**config.mk**
```make
export PLATFORM = sky130hd
export DESIGN_NAME = segment_spinner_decoder
export DESIGN_NICKNAME = d
export VERILOG_FILES = /design/src/rtl/segment_spinner_pkg.sv /design/src/rtl/seg_duty_meter.sv /design/src/rtl/segment_spinner_decoder.sv
export SDC_FILE = /design/constraint.sdc
export NUM_CORES = 1
export LEC_CHECK = 0
export ABC_AREA = 1
export CELL_PAD_IN_SITES_DETAIL_PLACEMENT = 2
export CELL_PAD_IN_SITES_GLOBAL_PLACEMENT = 2
export CORE_UTILIZATION = 42
export DETAILED_ROUTE_END_ITERATION = 6
export DONT_BUFFER_PORTS = 1
export PLACE_DENSITY = 0.89
export SYNTH_ARGS = -nofsm -noshare
export SYNTH_HDL_FRONTEND = slang
export SYNTH_HIERARCHICAL = 1
export SYNTH_SLANG_ARGS = --single-unit
export TNS_END_PERCENT = 50
```
**constraint.sdc**
```tcl
create_clock -name clk -period 17.3 [get_ports clk]
set_input_delay 1.73 -clock clk [delete_from_list [all_inputs] [get_ports clk]]
set_output_delay 1.73 -clock clk [all_outputs]
set_load 0.02 [all_outputs]
```
**src/rtl/segment_spinner_pkg.sv**
```systemverilog
// Shared types and constants for the segment spinner readback decoder.
//   state_t      : tracking FSM states
//   seg_idx_t    : segment index a..g (0..6)
//   phase_t      : 8-phase spin position
//   seg_phase()  : segment -> phase lookup (g is ambiguous, resolved by caller)
package segment_spinner_pkg;

  typedef enum logic [1:0] {IDLE, ACQUIRE, TRACK} state_t;

  typedef logic [2:0] seg_idx_t;
  typedef logic [2:0] phase_t;

  localparam int unsigned NUM_SEGS = 7;

  localparam seg_idx_t SEG_A = 3'd0;
  localparam seg_idx_t SEG_B = 3'd1;
  localparam seg_idx_t SEG_C = 3'd2;
  localparam seg_idx_t SEG_D = 3'd3;
  localparam seg_idx_t SEG_E = 3'd4;
  localparam seg_idx_t SEG_F = 3'd5;
  localparam seg_idx_t SEG_G = 3'd6;

  // g lights at both phase 2 and phase 6; only the previous phase tells them apart.
  localparam seg_idx_t G_SEGMENT = SEG_G;

  function automatic phase_t seg_phase(input seg_idx_t seg);
    phase_t p;
    case (seg)
      SEG_A:   p = 3'd0;
      SEG_B:   p = 3'd1;
      SEG_E:   p = 3'd3;
      SEG_D:   p = 3'd4;
      SEG_C:   p = 3'd5;
      SEG_F:   p = 3'd7;
      default: p = 3'd0;
    endcase
    return p;
  endfunction

endpackage

```
**src/rtl/seg_duty_meter.sv**
```systemverilog
// Per-segment duty measurement over a free-running window.
//   clk, reset  : clock, async active-low reset
//   lit         : polarity-corrected segment lines (1 = lit)
//   head        : brightest segment of the last completed window (ties -> lowest index)
//   head_valid  : brightest count reached MIN_DUTY
//   done        : 1-cycle pulse when head/head_valid are updated
module seg_duty_meter
  import segment_spinner_pkg::*;
#(
  parameter int unsigned WINDOW_LOG2 = 8,
  parameter int unsigned MIN_DUTY    = 8
) (
  input  logic                clk,
  input  logic                reset,
  input  logic [NUM_SEGS-1:0] lit,
  output seg_idx_t            head,
  output logic                head_valid,
  output logic                done
);

  localparam int unsigned CNT_W = WINDOW_LOG2 + 1;
  localparam logic [WINDOW_LOG2-1:0] WIN_ONE = WINDOW_LOG2'(1);

  logic [WINDOW_LOG2-1:0] win_cnt;
  logic [CNT_W-1:0]       cnt      [NUM_SEGS];
  logic [CNT_W-1:0]       cnt_next [NUM_SEGS];
  logic                   win_first;
  logic                   win_last;
  seg_idx_t               best_idx;
  logic [CNT_W-1:0]       best_cnt;

  assign win_first = (win_cnt == '0);
  assign win_last  = (win_cnt == '1);

  // The first window cycle restarts the count, so the last cycle's sample is
  // still included when argmax runs on cnt_next.
  always_comb begin
    for (int unsigned i = 0; i < NUM_SEGS; i++) begin
      cnt_next[i] = (win_first ? '0 : cnt[i]) + CNT_W'(lit[i]);
    end
  end

  always_comb begin
    best_idx = SEG_A;
    best_cnt = cnt_next[0];
    for (int unsigned i = 1; i < NUM_SEGS; i++) begin
      if (cnt_next[i] > best_cnt) begin
        best_cnt = cnt_next[i];
        best_idx = seg_idx_t'(i);
      end
    end
  end

  always_ff @(posedge clk or negedge reset) begin
    if (!reset) begin
      win_cnt    <= '0;
      head       <= SEG_A;
      head_valid <= 1'b0;
      done       <= 1'b0;
      for (int unsigned i = 0; i < NUM_SEGS; i++) cnt[i] <= '0;
    end else begin
      win_cnt <= win_cnt + WIN_ONE;
      done    <= win_last;
      for (int unsigned i = 0; i < NUM_SEGS; i++) cnt[i] <= cnt_next[i];
      if (win_last) begin
        head       <= best_idx;
        head_valid <= (best_cnt >= CNT_W'(MIN_DUTY));
      end
    end
  end

endmodule

```
**src/rtl/segment_spinner_decoder.sv**
```systemverilog
// Spinner display readback: recovers spin phase, direction and step period
// from the seven segment lines of a spinner instance.
//   clk, reset   : clock, async active-low reset
//   seg_in       : raw segment lines, bit0 = a ... bit6 = g
//   phase        : decoded spin phase 0..7
//   phase_valid  : phase holds a decoded position
//   locked       : tracking a consistent rotation
//   direction    : 1 = phase incrementing, 0 = decrementing
//   step_strobe  : 1-cycle pulse per accepted step
//   step_period  : clk cycles between the last two accepted steps
//   seq_error    : 1-cycle pulse on an illegal phase jump
module segment_spinner_decoder
  import segment_spinner_pkg::*;
#(
  parameter int unsigned COMMON_ANODE = 1,
  parameter int unsigned WINDOW_LOG2  = 8,
  parameter int unsigned MIN_DUTY     = 8,
  parameter int unsigned PERIOD_WIDTH = 24
) (
  input  logic                    clk,
  input  logic                    reset,
  input  logic [6:0]              seg_in,
  output logic [2:0]              phase,
  output logic                    phase_valid,
  output logic                    locked,
  output logic                    direction,
  output logic                    step_strobe,
  output logic [PERIOD_WIDTH-1:0] step_period,
  output logic                    seq_error
);

  localparam logic [6:0] SEG_DARK = (COMMON_ANODE != 0) ? 7'h7f : 7'h00;
  localparam phase_t STEP_FWD  = 3'd1;
  localparam phase_t STEP_BACK = 3'd7;
  localparam logic [PERIOD_WIDTH-1:0] PER_ONE = PERIOD_WIDTH'(1);

  logic [6:0] sync1, sync2, lit;
  seg_idx_t   head;
  logic       head_valid, done;
  state_t     state;
  phase_t     new_phase, step;
  logic       resolved;
  logic [PERIOD_WIDTH-1:0] period_cnt;

  always_ff @(posedge clk or negedge reset) begin
    if (!reset) begin
      sync1 <= SEG_DARK;
      sync2 <= SEG_DARK;
    end else begin
      sync1 <= seg_in;
      sync2 <= sync1;
    end
  end

  assign lit = (COMMON_ANODE != 0) ? ~sync2 : sync2;

  seg_duty_meter #(
    .WINDOW_LOG2 (WINDOW_LOG2),
    .MIN_DUTY    (MIN_DUTY)
  ) u_meter (
    .clk        (clk),
    .reset      (reset),
    .lit        (lit),
    .head       (head),
    .head_valid (head_valid),
    .done       (done)
  );

  always_comb begin
    new_phase = seg_phase(head);
    resolved  = 1'b1;
    if (head == G_SEGMENT) begin
      resolved  = 1'b0;
      new_phase = 3'd0;
      if (phase_valid && (phase == 3'd1 || phase == 3'd3)) begin
        resolved  = 1'b1;
        new_phase = 3'd2;
      end else if (phase_valid && (phase == 3'd5 || phase == 3'd7)) begin
        resolved  = 1'b1;
        new_phase = 3'd6;
      end
    end
    step = new_phase - phase;
  end

  // period_cnt restarts at 1 on the step/acquire edge so that the value seen
  // at the next step equals the number of clk cycles between the two edges.
  always_ff @(posedge clk or negedge reset) begin
    if (!reset) begin
      state       <= IDLE;
      phase       <= '0;
      phase_valid <= 1'b0;
      locked      <= 1'b0;
      direction   <= 1'b0;
      step_strobe <= 1'b0;
      step_period <= '0;
      seq_error   <= 1'b0;
      period_cnt  <= '0;
    end else begin
      step_strobe <= 1'b0;
      seq_error   <= 1'b0;
      if (period_cnt != '1) period_cnt <= period_cnt + PER_ONE;
      if (done) begin
        if (!head_valid) begin
          state       <= IDLE;
          phase_valid <= 1'b0;
          locked      <= 1'b0;
        end else if (resolved) begin
          case (state)
            IDLE: begin
              state       <= ACQUIRE;
              phase       <= new_phase;
              phase_valid <= 1'b1;
              period_cnt  <= PER_ONE;
            end
            ACQUIRE, TRACK: begin
              if (step == STEP_FWD || step == STEP_BACK) begin
                state       <= TRACK;
                locked      <= 1'b1;
                direction   <= (step == STEP_FWD);
                phase       <= new_phase;
                step_strobe <= 1'b1;
                step_period <= period_cnt;
                period_cnt  <= PER_ONE;
              end else if (step != 3'd0) begin
                state      <= ACQUIRE;
                locked     <= 1'b0;
                phase      <= new_phase;
                seq_error  <= 1'b1;
                period_cnt <= PER_ONE;
              end
            end
            default: state <= IDLE;
          endcase
        end
      end
    end
  end

endmodule

```
After elaboration in Yosys (flattened, before gate mapping)
Index checks and enable logic that the tools add are counted.
{"block": "classes", "muxes": 60, "n_addsub": 10, "magnitude_cmp": 7, "n_eq_ne": 22, "n_reduce_logical": 15, "bitwise_logic": 1}
{"cell": "$mux W24", "n": 6}
{"cell": "$mux W9", "n": 13}
{"cell": "$add A9 B1 Y9", "n": 7}
{"cell": "$gt A9 B9 Y1", "n": 6}
{"cell": "$pmux W24 S2", "n": 1}
{"cell": "$add A24 B1 Y24 const B", "n": 1}
{"cell": "$mux W3", "n": 8}
{"cell": "$ne A24 B24 Y1 const B", "n": 1}
{"cell": "$mux W1", "n": 23}
{"cell": "$eq A3 B3 Y1 const B", "n": 6}
{"cell": "$pmux W3 S5", "n": 1}
{"cell": "$mux W2", "n": 6}
{"cell": "$reduce_and A5 Y1", "n": 2}
{"cell": "$eq A3 B1 Y1 const B", "n": 3}
{"cell": "$eq A3 B2 Y1 const B", "n": 3}
{"cell": "$ge A9 B4 Y1 const B", "n": 1}
{"cell": "$add A8 B1 Y8 const B", "n": 1}
{"cell": "$eq A8 B8 Y1 const B", "n": 1}
{"cell": "$logic_not A8 Y1", "n": 1}
{"cell": "$not A7 Y7", "n": 1}
{"cell": "$ne A2 B2 Y1 const B", "n": 3}
{"cell": "$ne A3 B3 Y1 const B", "n": 2}
{"cell": "$pmux W3 S2", "n": 1}
{"cell": "$reduce_and A3 Y1", "n": 2}
{"cell": "other kinds (12)", "n": 15}
{"block": "word_totals", "in_bits": 9, "output_inout_bits": 32, "regBits": 148}

Logic depth before layout (Yosys ltp)
Gate-level depths: netlist of the first run.
{"block": "depth", "ltp_word": 16, "ltp_mapped": 91, "mapped_depth_nobuf": 85}

Cells and area by module
The synthesis of the first run kept the hierarchy.
{"module": "seg_duty_meter", "n_inst": 1, "cells_per_inst": 742, "area_each_um2": 5602.9}
{"module": "segment_spinner_decoder", "n_inst": 1, "cells_per_inst": 407, "area_each_um2": 3588.4}

Least setup slack after synthesis of the first run
No wires, ideal clock.
{"block": "synth_timing", "path_kind": "reg-to-reg", "startpoint": "reg u_meter.win_cnt[0]", "endpoint": "reg u_meter.head_valid", "path_buffers": 7, "t_required_ns": 17.179, "stages_incl_launch_ff": 89, "t_arrival_ns": 10.072, "slack_ns": 7.107, "synth_period_minus_slack_ns": 10.193, "cell_sequence": "dfrtp_1 -> inv_1 -> ha_1 -> nand2_1 -> nor2_2 -> nand2_4 -> inv_2 -> clkbuf_1 -> buf_1 -> nor2_1 -> ha_1 -> ha_1 -> nand2_1 -> nand3b_1 -> nor2_2 -> nand3_1 -> xnor2_1 -> inv_1 -> (+53 left out) -> o211ai_1 -> a31oi_1 -> inv_1 -> nand2_1 -> buf_2 -> o21ai_2 -> ha_1 -> nand2_1 -> nor2_1 -> a211oi_1 -> o21ai_0 -> nand3_1 -> a21oi_1 -> nor2_1 -> inv_1 -> a31oi_1 -> a21boi_0 -> nand2_1"}
{"item": "start, declared", "line_no": "seg_duty_meter.sv:24", "rtl": "logic [WINDOW_LOG2-1:0] win_cnt;"}
{"item": "start signal, assigned", "line_no": "seg_duty_meter.sv:62", "rtl": "win_cnt <= win_cnt + WIN_ONE;"}
{"item": "end signal, assigned", "line_no": "seg_duty_meter.sv:67", "rtl": "head_valid <= (best_cnt >= CNT_W'(MIN_DUTY));"}
{"item": "end, declared", "line_no": "seg_duty_meter.sv:17", "rtl": "output logic head_valid,"}

==> results of run 1 <==
## state kept, by name, indices dropped and copies added (netlist names), 2 cells and up
signal and count:
u_meter/cnt 63, u_meter/win_cnt 8, u_meter/head 3, step_period 24, sync2 7, period_cnt 24
phase 3, state 2, sync1 7
## cell type report
cell class / instances / share of cell area, %
tap: 275 / 3.467
clock inverter: 12 / 1.538
sequential: 148 / 37.50
clock buffer: 20 / 4.501
inverter: 157 / 5.939
multi-input combinational: 819 / 47.06
## layer usage
| layer | vias to the layer above | track usage, % | part of all wire (%) |
|---|---|---|---|
| li1 | 3681 | - | - |
| met1 | 4058 | 33.48 | 40 |
| met2 | 183 | 56.13 | 53 |
| met3 | 98 | 5.671 | 3.1 |
| met4 | 0 | 15.71 | 4.1 |
| met5 | - | 0 | 0 |
## how the worst max path moves through the flow
stage / from / endpoint / slack [ps] / depth (start not counted)
after global routing: u_meter/win_cnt[0] / u_meter/head_valid / 1460 / 82
after global placement: u_meter/win_cnt[0] / u_meter/head[1] / 5090 / 83
final: u_meter/win_cnt[0] / u_meter/head_valid / 2560 / 82
after floorplan: u_meter/win_cnt[0] / u_meter/head_valid / 7110 / 88
after CTS: u_meter/win_cnt[0] / u_meter/head_valid / 2680 / 82
after detailed placement: u_meter/win_cnt[0] / u_meter/head_valid / 4000 / 83
## synth_stat cells (5+ instances only)
library cell | instances | area (sq um)
xnor2_1 | 20 | 175.2
dfrtp_1 | 134 | 3353
nand3_2 | 7 | 70.07
o21ai_2 | 12 | 105.1
nand3b_1 | 5 | 37.54
dfstp_2 | 14 | 367.9
nand3_1 | 64 | 320.3
nor3_1 | 10 | 50.05
nand2_1 | 287 | 1077
nand4_1 | 47 | 294.0
nor2_2 | 11 | 68.82
inv_1 | 146 | 548.0
buf_6 | 6 | 67.56
nand2_4 | 6 | 67.56
inv_2 | 10 | 37.54
ha_1 | 73 | 913.4
nor2_1 | 120 | 450.4
xor2_1 | 27 | 236.5
a21oi_1 | 39 | 195.2
buf_2 | 10 | 50.05
and2_1 | 7 | 43.79
nand2_2 | 16 | 100.1
o21ai_0 | 30 | 150.1
## stage by stage
stage	worst slack [ps]	hold WS, ps	instance area [sq um]	cells
global route	1462	358.0	9923	1431
finish	2560	355.6	9923	1431
CTS	2678	357.1	9923	1431
global placement	5095	345.5	9324	1399
detailed placement	4004	347.6	9324	1399
floorplan	7107	345.2	9191	1149
## cell usage in the layout (no fill, tap or decap), types with 7 or more instances in the layout
| master | instances |
|---|---|
| nor2_2 | 11 |
| a21oi_1 | 39 |
| nor3_1 | 10 |
| nand3_1 | 64 |
| inv_1 | 146 |
| dfstp_2 | 14 |
| o21ai_0 | 30 |
| dfrtp_1 | 134 |
| ha_1 | 73 |
| xor2_1 | 27 |
| xnor2_1 | 20 |
| inv_2 | 10 |
| o21ai_2 | 12 |
| and2_1 | 7 |
| nand3_2 | 7 |
| clkbuf_16 | 17 |
| nand4_1 | 47 |
| nand2_1 | 287 |
| nand2_2 | 16 |
| nor2_1 | 120 |
## worst register-to-register path: cells and delay by family (launching register included)
kind / cells / cell delay (ps)
buffers and inverters: 13 / 2370
AND/OR/NAND/NOR: 43 / 6620
XOR/XNOR: 1 / 310
adder cells (fa/ha/maj): 9 / 2500
flip-flops: 1 / 370
AO/OA/AOI/OAI: 16 / 2460
## cells by family (layout without fill, tap and decap cells)
| kind of cell | Yosys count | in the layout | share of synthesized area [%] |
|---|---|---|---|
| flops | 148 | 148 | 40.48 |
| buf+inv | 182 | 189 | 8.712 |
| xor+xnor | 47 | 47 | 4.479 |
| fa+ha+maj | 74 | 74 | 10.16 |
| compound gates | 103 | 103 | 6.657 |
| simple gates | 595 | 595 | 29.51 |
==> results.md, run 1 <==
Cells and area:
- The fill cell instance count of the final layout is 2388.
- Relative to the synthesized area, the layout overhead comes to 7.964%.
- The sequential standard cell area is 0.003721 sq mm.
- The fraction of final layout cells with drive strength greater than 1 is 10.21%.
- The repair_antennas step left the layout with diodes totalling 0.
- The area taken by multi-input logic gates is 0.004669 sq mm.
- The end-of-flow core utilization is 46.76%.
- In the final design database the tool counted roughly 1200 nets.

Setup path:
- Setup slack on the worst reg-to-reg path comes out at 2560 ps.
- The cell class contributing the biggest share of worst-path delay is simple AND/OR/NAND/NOR gates.
- The startpoint identified for the worst register-to-register timing path is u_meter/win_cnt[0].
- The peak fanout along the critical path is 52.
- The element type at the critical path end is a flip-flop.
- The category of the critical setup timing path is flip-flop to flip-flop.
- The worst stage delay on the critical path is 480 ps.
- The worst path buffer plus inverter count is 13.
- At the worst endpoint, the required time is 17620 ps.
- The worst register-to-register path ends at u_meter/head_valid.
- By instance count, the cell type seen most on the critical path is nand2_1.
- For this design, the slowest cell found on the critical path is nand2_4.
- STA puts the critical path data arrival time at 15060 ps.
- The length in cells of the worst reg-to-reg path is slightly above 80.
- STA classifies the critical path startpoint as a flip-flop.

Yosys:
- The fraction of synthesis flops using an asynchronous set or reset pin is 100.0%.
- The synthesized netlist contains 53 unique library cells.
- The number of cells produced by synthesis is 1149.
- Yosys mapped a number of flops with a built-in enable equal to 0.
- The flip-flop cell with the highest count after synthesis is dfrtp_1.
- The synthesized area per cell is 7.999 sq um.
- Of the synthesized area, sequential elements account for 40.48%.
- When the netlist entered floorplanning its net count stood at ~1200.
- Yosys printed 6 warnings.
- The number of register bits inferred by synthesis is 148.
- Summing every instance area after synthesis gives between 0.009 and 0.01 sq mm.

STA:
- For the pin with the worst max-slew slack, the measured transition is roughly 1100 ps.
- In this run the tightest slew margin relative to its limit is 27.27%.
- The final hold violation count was 0.
- Dividing the final minimum period by the clock period gives 85.20%.
- The maximum clock skew at final layout is 9.693 ps.
- The final count of negative-setup-slack endpoints is 0.
- The fmax is between 60 and 70 MHz.
- The max-slew violation count came to 0.
- Summed over all failing endpoints, the final setup total negative slack is 0 ps.
- The final critical path time including I/O delays and setup is 14740 ps.
- Setup repair after global routing left no endpoint under its margin.

Min path:
- The worst hold path terminates at sync2[4].
- In this run the worst hold path is classified as flip-flop to flip-flop.
- In this run the most critical hold path is launched from sync1[4].
- The worst hold path was traced through 0 stages.

GRT:
- The initial antenna violation count was 0.
- The global-route wire length before repair is 51750 microns.
- The pin count of the biggest net entering global routing is 149.
- The via count of the first global-routing pass is 9371.
- The residual overflow from global routing is 0.
- Across every metal layer, demand over resource in global routing totals a little under a third.

Die:
- The floorplan has 53 rows.
- The floorplan step defined a die boundary enclosing ~0.022 sq mm.
- The core region is 0.02122 sq mm.
- The count of boundary I/O pins is 41.
- The horizontal die dimension is 149.9 microns.
- The initial cell density of the core is 43.31%.
- The die boundary height is about 150 microns.

Flow run:
- Across the run, the number of max-cap violations was 0.

Clock tree:
- CTS placed an instance of clkbuf_16 at the clock tree root.
- Post-CTS timing repair inserted 0 buffers for setup.
- The later-pin clock latency in the skew report is 450 ps.
- The clock tree from TritonCTS is done.
- Counting every sink on the clock net gives 148.
- Post-CTS repair changed the size of 0 cells.
- The count of hold buffers inserted by post-cts repair is 0.
- Clock-pin slew was measured on the worst setup and hold paths at 70 ps.
- The buffer depth of the longest clock path is 2.
- The count of H-tree levels built during CTS is 4.
- Buffers inserted during clock tree synthesis total 17.

Route:
- The number of optimization iterations in the first detailed-route pass is 4.
- In this run, the number of DRC markers left after iteration 0 of detailed routing was 270.
- The number of remaining DRC errors is 0.
- The sum of routed wire length over all layers is 32100 microns.
- The via count is 8020.
- Dividing the detail-routed via count by the number of cells gives 5.604.
- The remaining antenna violation count after routing is 0.
- The average detailed-routed wire length per instance is 22.43 microns.

Place:
- During placement, the flow inserted port buffers numbering 0.
- The placer's final routability congestion estimate is 0.8739.
- The placed wire-length estimate is about 20000 microns.

Status:
- The flow ran to the end, and the final reports show no timing, DRC or antenna violations.
Power of run 1 is not shown: default switching activity piles up to over one toggle a cycle in this logic, so the estimate is an artifact.
==> run 2, diff against run 1 <==
--- a/config.mk
+++ b/config.mk
@@ -8,10 +8,10 @@
 export ABC_AREA = 1
 export CELL_PAD_IN_SITES_DETAIL_PLACEMENT = 2
 export CELL_PAD_IN_SITES_GLOBAL_PLACEMENT = 2
-export CORE_UTILIZATION = 42
+export CORE_UTILIZATION = 39
 export DETAILED_ROUTE_END_ITERATION = 6
 export DONT_BUFFER_PORTS = 1
-export PLACE_DENSITY = 0.89
+export PLACE_DENSITY = 0.83
 export SYNTH_ARGS = -nofsm -noshare
 export SYNTH_HDL_FRONTEND = slang
 export SYNTH_HIERARCHICAL = 1
==> constraint.sdc (replaced) <==
create_clock -name clk -period 16.2 [get_ports clk]
set_input_delay 1.62 -clock clk [delete_from_list [all_inputs] [get_ports clk]]
set_output_delay 1.62 -clock clk [all_outputs]
set_load 0.02 [all_outputs]
==> run 2 against run 1 <==
- clock-buffer cell count shrank 3
- sequential cell count is the same
- via count shrank 3.8%
- final cell count grew 2.7%
- clock skew grew 0.59 ps
- register-to-register slack gained 30 ps
- sequential share of layout area shrank 0.17 points
- global-route usage shrank 6.8 points
- worst setup slack gained 28 ps
- first-iteration DRC count shrank 23%
==> results.md, run 2 (synthesis results as in run 1) <==
Min path:
- In this run the worst hold path is classified as flip-flop to flip-flop.

Route:
- The average detailed-routed wire length per instance is 18.66 microns.
- The via count is 7713.
- The number of optimization iterations in the first detailed-route pass is 4.
- Dividing the detail-routed via count by the number of cells gives about 5.3.
- The number of remaining DRC errors is 0.
- The remaining antenna violation count after routing is 0.
- The initial detailed-routing violation count is between 200 and 250.
- The sum of routed wire length over all layers is ~27000 microns.

Die:
- The die covers 0.02418 sq mm.
- After floorplanning, the core was divided into 55 placement rows.
- The total core area is 0.02285 sq mm.
- The count of boundary I/O pins is 41.
- The initial utilization of the core area, before any placement, comes to about two fifths.
- In this run the horizontal extent of the chip is 155.5 microns.
- The die boundary height is 155.5 microns.

Flow run:
- The count of max-cap constraint violations is 0.

Cells and area:
- In the final design database the tool counted ~1200 nets.
- The signed area change from the synthesized netlist to the final layout is 8.454%.
- The number of flip-flops in the largest register is 63.
- The register ranked first by flip-flop count is u_meter/cnt.
- The top cell types in the final layout, fill and taps aside, are 287 x nand2_1, 146 x inv_1, 134 x dfrtp_1, 120 x nor2_1, 73 x ha_1.
- The post-route netlist has 10.38% of its cells at a drive strength greater than 1.
- The number of inserted diodes is 0.
- The largest registers in the layout are u_meter/cnt x63, period_cnt x24, step_period x24.
- Leaving out fill and tap cells, the most frequent cell in the layout is nand2_1.
- The fill cell instance count of the final layout is 2636.

STA:
- The final critical path time including I/O delays and setup is between 10000 and 15000 ps.
- The final worst-path setup slack is 2588 ps.
- Setup violations remaining at the end of the flow were counted as 0.
- Setup repair after global routing left no endpoint under its margin.
- The max-slew violation count is 0.
- The share of the clock period used by the worst path is between 80% and 90%.
- In this run the tightest slew margin relative to its limit is 27.63%.
- The final hold violation count came to 0.
- Across all hold checks on the routed design, the worst slack comes to about 360 ps.
- The setup total negative slack is 0 ps.
- For the final database, setup skew stands at 10.29 ps.
- The worst-margin pin slew is 1085 ps.
- The fmax is 73.46 MHz.

Place:
- The congestion estimate from routability-driven global placement came to 0.8202.
- The placed wire-length estimate is 19360 microns.
- Timing analysis after detailed placement gives a worst setup slack of 2962 ps.
- The quantity of I/O buffers inserted on ports is 0.

GRT:
- The initial antenna violation count was 0.
- Global routing used 23.88% of the available tracks across all layers.
- Global routing finished with a remaining overflow of 0.
- The via count of the first global-routing pass is 8797.
- The pin count of the biggest net entering global routing is about 150.
- The global-route wire length before repair is 45080 microns.

Setup path:
- The element type at the critical path end is a flip-flop.
- The slowest stage cell on the critical path is nand2_4.
- For the worst setup path, the data arrival time is about 14000 ps.
- The largest single stage delay on the critical path is 490 ps.
- The most prevalent standard cell on the critical path is nand2_1.
- The category of the critical setup timing path is flip-flop to flip-flop.
- The critical path data required time is around 17000 ps.
- The worst setup path is launched from a flip-flop.
- Of all nets on the critical path, the largest fanout is 52.

Clock tree:
- The number of gates resized after cts is 0.
- At the later pin of the worst-skew pair, clock insertion delay measures about 430 ps.
- The count of H-tree levels built during CTS is 4.
- For this design, the CTS-stage hold fixing added 0 buffers.
- The cell sitting at the root of the clock tree is a clkbuf_16.
- The clock tree from TritonCTS is done.
- The clock sink total is roughly 150.
- The longest clock path from root to sink contains 2 buffers.
- The CTS buffer count is 17.
- The clock-pin slew on the worst setup and hold paths is 70 ps.
- Once the clock tree was built, the setup fixing pass inserted 0 buffers.

Status:
- The run finished with clean final reports.
## run 2: cell type report
class                           instances  area (sq um)  share of cell area (%)
Tap cell                              313         391.6                   3.929
Multi-Input combinational cell        819          4669                   46.84
Sequential cell                       148          3721                   37.33
Inverter                              157         589.3                   5.912
Clock buffer                           17         425.4                   4.268
Clock inverter                         15         171.4                   1.720
## run 2: layer usage
layer	GRT usage (%)	part of all wire [%]	vias up
li1	-	-	3690
met4	7.937	2.2	0
met5	0	0	-
met3	3.565	1.9	41
met1	27.83	43	3874
met2	44.44	53	108
## run 2: worst max-delay path, delay by kind of cell, from the launching register on
| kind | cells | cell delay (ps) |
|---|---|---|
| compound gates | 19 | 2350 |
| buf+inv | 13 | 1940 |
| fa+ha+maj | 9 | 2380 |
| simple gates | 42 | 6090 |
| xor+xnor | 1 | 280 |
| flops | 1 | 350 |
## run 2: stage by stage
step           cell area [sq um]  cells  util [%]
6_report                    9968   1469     43.63
5_1_grt                     9968   1469     43.63
4_1_cts                     9968   1469     43.63
3_5_place_dp                9371   1437     41.02
3_3_place_gp                9371   1437     41.02
2_1_floorplan               9191   1149         -
## run 2: path summary, 6_finish.rpt
path | startpoint | to | slack [ps] | depth (start not counted)
max | u_meter/win_cnt[0] | u_meter/head[1] | 2590 | 84
min | sync1[3] | sync2[3] | 360 | 0
max reg2reg | u_meter/win_cnt[0] | u_meter/head[1] | 2590 | 84
min reg2reg | sync1[3] | sync2[3] | 360 | 0
max in group asynchronous | reset | sync2[6] | 14990 | 0
min in group asynchronous | reset | phase[2] | 890 | 0
Power of run 2 is left out for the same reason.
==> run 3, diff against run 2 <==
--- a/config.mk
+++ b/config.mk
@@ -8,10 +8,10 @@
 export ABC_AREA = 1
 export CELL_PAD_IN_SITES_DETAIL_PLACEMENT = 2
 export CELL_PAD_IN_SITES_GLOBAL_PLACEMENT = 2
-export CORE_UTILIZATION = 39
+export CORE_UTILIZATION = 35
 export DETAILED_ROUTE_END_ITERATION = 6
 export DONT_BUFFER_PORTS = 1
-export PLACE_DENSITY = 0.83
+export PLACE_DENSITY = 0.79
 export SYNTH_ARGS = -nofsm -noshare
 export SYNTH_HDL_FRONTEND = slang
 export SYNTH_HIERARCHICAL = 1
==> constraint.sdc (replaced) <==
create_clock -name clk -period 12.2 [get_ports clk]
set_input_delay 1.22 -clock clk [delete_from_list [all_inputs] [get_ports clk]]
set_output_delay 1.22 -clock clk [all_outputs]
set_load 0.02 [all_outputs]
==> run 3 against run 2 <==
- critical path depth fell by 2
- hold slack got worse by 1.8 ps
- non-clock buffer count rose by 8
- global-route usage fell by 2.8 points
- via count fell by 1.7%
- final area rose by 1.7%
- wire length fell by 2.1%
- die area rose by 11%
- clock skew rose by 6.2 ps
- critical endpoint is now u_meter/head_valid
==> results.md, run 3 (synthesis results as in run 1) <==
STA:
- The share of the clock period used by the worst path is about nine tenths.
- The worst-margin pin slew is between 1000 and 1500 ps.
- The max-slew violation count is 0.
- The maximum clock skew at final layout is 16.44 ps.
- Setup violations remaining at the end of the flow were counted as 0.
- Static timing analysis puts the maximum clock frequency at between 80 and 90 MHz.
- The worst pin sits at a relative slew slack of 30.58%.
- The tightest hold path in the finished design has a slack of 356.0 ps.
- The final hold violation count is 0.
- Counting I/O delays and the setup requirement, the final critical path takes 11160 ps.

Place:
- The placer's final routability congestion estimate is 0.8099.
- Counting tap cells, the placed design contains a total of 1456 instances.
- The quantity of I/O buffers inserted on ports is 0.
- The placed wire-length estimate is a little under 20000 microns.
- Summing all placed instances gives a cell area of 0.009408 sq mm.

Cells and area:
- The library cell used most frequently in the layout, excluding fill and tap cells, is nand2_1.
- Summing all flip-flop and latch instances after layout gives approximately 0.0037 sq mm.
- The largest registers in the layout are u_meter/cnt x63, period_cnt x24, step_period x24.
- Relative to the synthesized area, the layout overhead comes to 10.33%.
- The register with the most flip-flops in the layout has 63 of them.
- The final instance area is just over 0.01 sq mm.
- Ranked by flip-flop count, first place goes to u_meter/cnt.
- The end-of-flow core utilization is between 30 and 40%.
- The area taken by multi-input logic gates is roughly 0.0047 sq mm.
- In the layout the commonest cells are 283 x nand2_1, 143 x inv_1, 134 x dfrtp_1, 120 x nor2_1, 73 x ha_1.
- Cells with a size suffix above 1 make up between 10% and 20% of the layout.
- The number of nets in the finished design is roughly 1200.
- After the flow finishes, the layout carries non-filler instances totaling 1495.
- The fill cell instance count of the final layout is 2885.
- The number of inserted diodes is 0.

GRT:
- The global-route wire length before repair is 44130 microns.
- The initial antenna violation count is 1.
- For this run the aggregate overflow at the end of global routing stands at 0.
- Across every metal layer, demand over resource in global routing totals 21.04%.
- Entering global routing, the biggest net connects 149 pins.
- The met1 track demand over resource is 25.65%.
- The routing usage on met2 is 38.62%.
- The layer flagged by global routing as most heavily used is met2.
- The via count of the first global-routing pass is 8511.
- The met3 demand-to-capacity share in global routing is 2.626%.

Clock tree:
- The cell chosen for the clock root is clkbuf_16.
- The buffer depth of the longest clock path is 2.
- TritonCTS built the clock tree.
- The H-tree was split into 4 levels.
- The later-pin clock latency in the skew report is 430 ps.
- The count of hold buffers inserted by post-cts repair is 0.
- The clock-pin slew on the worst setup and hold paths is 70 ps.
- For this design, the sink count on the clock tree is ~150.
- The CTS buffer count is 17.

Setup path:
- STA classifies the critical path endpoint as a flip-flop.
- The cell family contributing the most delay on the critical path is simple AND/OR/NAND/NOR gates.
- Data arrives at the worst endpoint at between 10000 and 15000 ps.
- Of all nets on the critical path, the largest fanout is 14.
- The startpoint type of the worst setup path is a flip-flop.
- The length in cells of the worst reg-to-reg path is 82.
- For flop-to-flop paths, the worst setup slack is 1040 ps.
- The category of the critical setup timing path is flip-flop to flip-flop.
- The startpoint of the worst register-to-register path is u_meter/win_cnt[0].
- The worst stage delay on the critical path is 390 ps.
- In this design, the critical path's most frequently occurring cell is nand2_1.
- The slowest stage cell on the critical path is dfrtp_1.
- The worst path buffer plus inverter count is 10.
- The critical path data required time is 12510 ps.
- The critical register-to-register path endpoint is u_meter/head_valid.

Die:
- Once the floorplan was initialized, standard cells occupied 36.08% of the core.
- For this design the top-level I/O count stands at 41.
- The number of rows created at floorplan is 58.
- From bottom edge to top edge, the die measures between 150 and 200 microns.
- The area of the die is roughly 0.027 sq mm.
- The region available for standard cell placement spans roughly 0.025 sq mm.
- From left edge to right edge, the die measures 164.1 microns.

Flow run:
- Across the run, the number of max-cap violations was 0.

Route:
- The via count is 7583.
- Before antenna repair, the detailed router went through 4 iterations.
- The initial detailed-routing violation count is approximately 260.
- In the routed design, unresolved DRC markers number 0.
- After detailed routing, the average wire length per cell comes to 17.95 microns.
- The remaining antenna violation count after routing is 0.
- After detailed routing, the number of vias per cell comes to a little over 5.
- The sum of routed wire length over all layers is 26830 microns.

Status:
- The run finished with clean final reports.

Min path:
- In this run the worst hold path is classified as flip-flop to flip-flop.
- The path with the worst hold slack has its endpoint at sync2[6].
- The startpoint identified for the worst hold timing path is sync1[6].
- The worst hold path stage count is 0.
[run 3: cell types whose count changed in the layout (fill, tap and decap cells not counted), sizes merged]
cell	before	now
bufinv	2	3
nand2	309	311
clkbuf	17	18
buf	0	8
clkinvlp	3	2
inv	163	161
[run 3: final cells by class]
cell class / count / area share [%]
clock buffers: 18 / 4.232
flip-flops and latches: 148 / 36.69
inverters: 157 / 5.848
repair buffers: 8 / 0.6292
well taps: 330 / 4.072
multi-input cells: 821 / 46.84
clock inverters: 13 / 1.690
[run 3: timing repair]
item                                    CTS  global route
endpoints found under the setup margin    4             4
endpoints found under the hold margin     0             0
pin swaps                                 0             5
gates cloned                              0             2
buffers inserted                          0             6
gates resized for setup                   2            19
[run 3: worst max-delay path by stage]
stage | slack, ps | to | depth (start not counted) | start
detailed placement | -20 | u_meter/head[1] | 80 | u_meter/win_cnt[0]
finish | 1040 | u_meter/head_valid | 82 | u_meter/win_cnt[0]
CTS | 4 | u_meter/head[1] | 83 | u_meter/win_cnt[0]
global placement | 810 | u_meter/head[1] | 80 | u_meter/win_cnt[0]
global route | -7 | u_meter/head_valid | 83 | u_meter/win_cnt[0]
floorplan | 2010 | u_meter/head_valid | 88 | u_meter/win_cnt[0]
[run 3: metrics by stage]
stage,setup TNS (ps),setup WS [ps]
floorplan,0,2007
global placement,0,807.1
detailed placement,-23.23,-23.23
CTS,0,3.518
global route,-7.264,-7.264
finish,0,1042
[run 3: per-layer routing]
metal / wire length [microns] / share of wire, %
met1: 12080 / 45
met2: 13840 / 52
met3: 493 / 1.8
met4: 395 / 1.5
met5: 13 / 0.048
Power of run 3 is left out for the same reason.
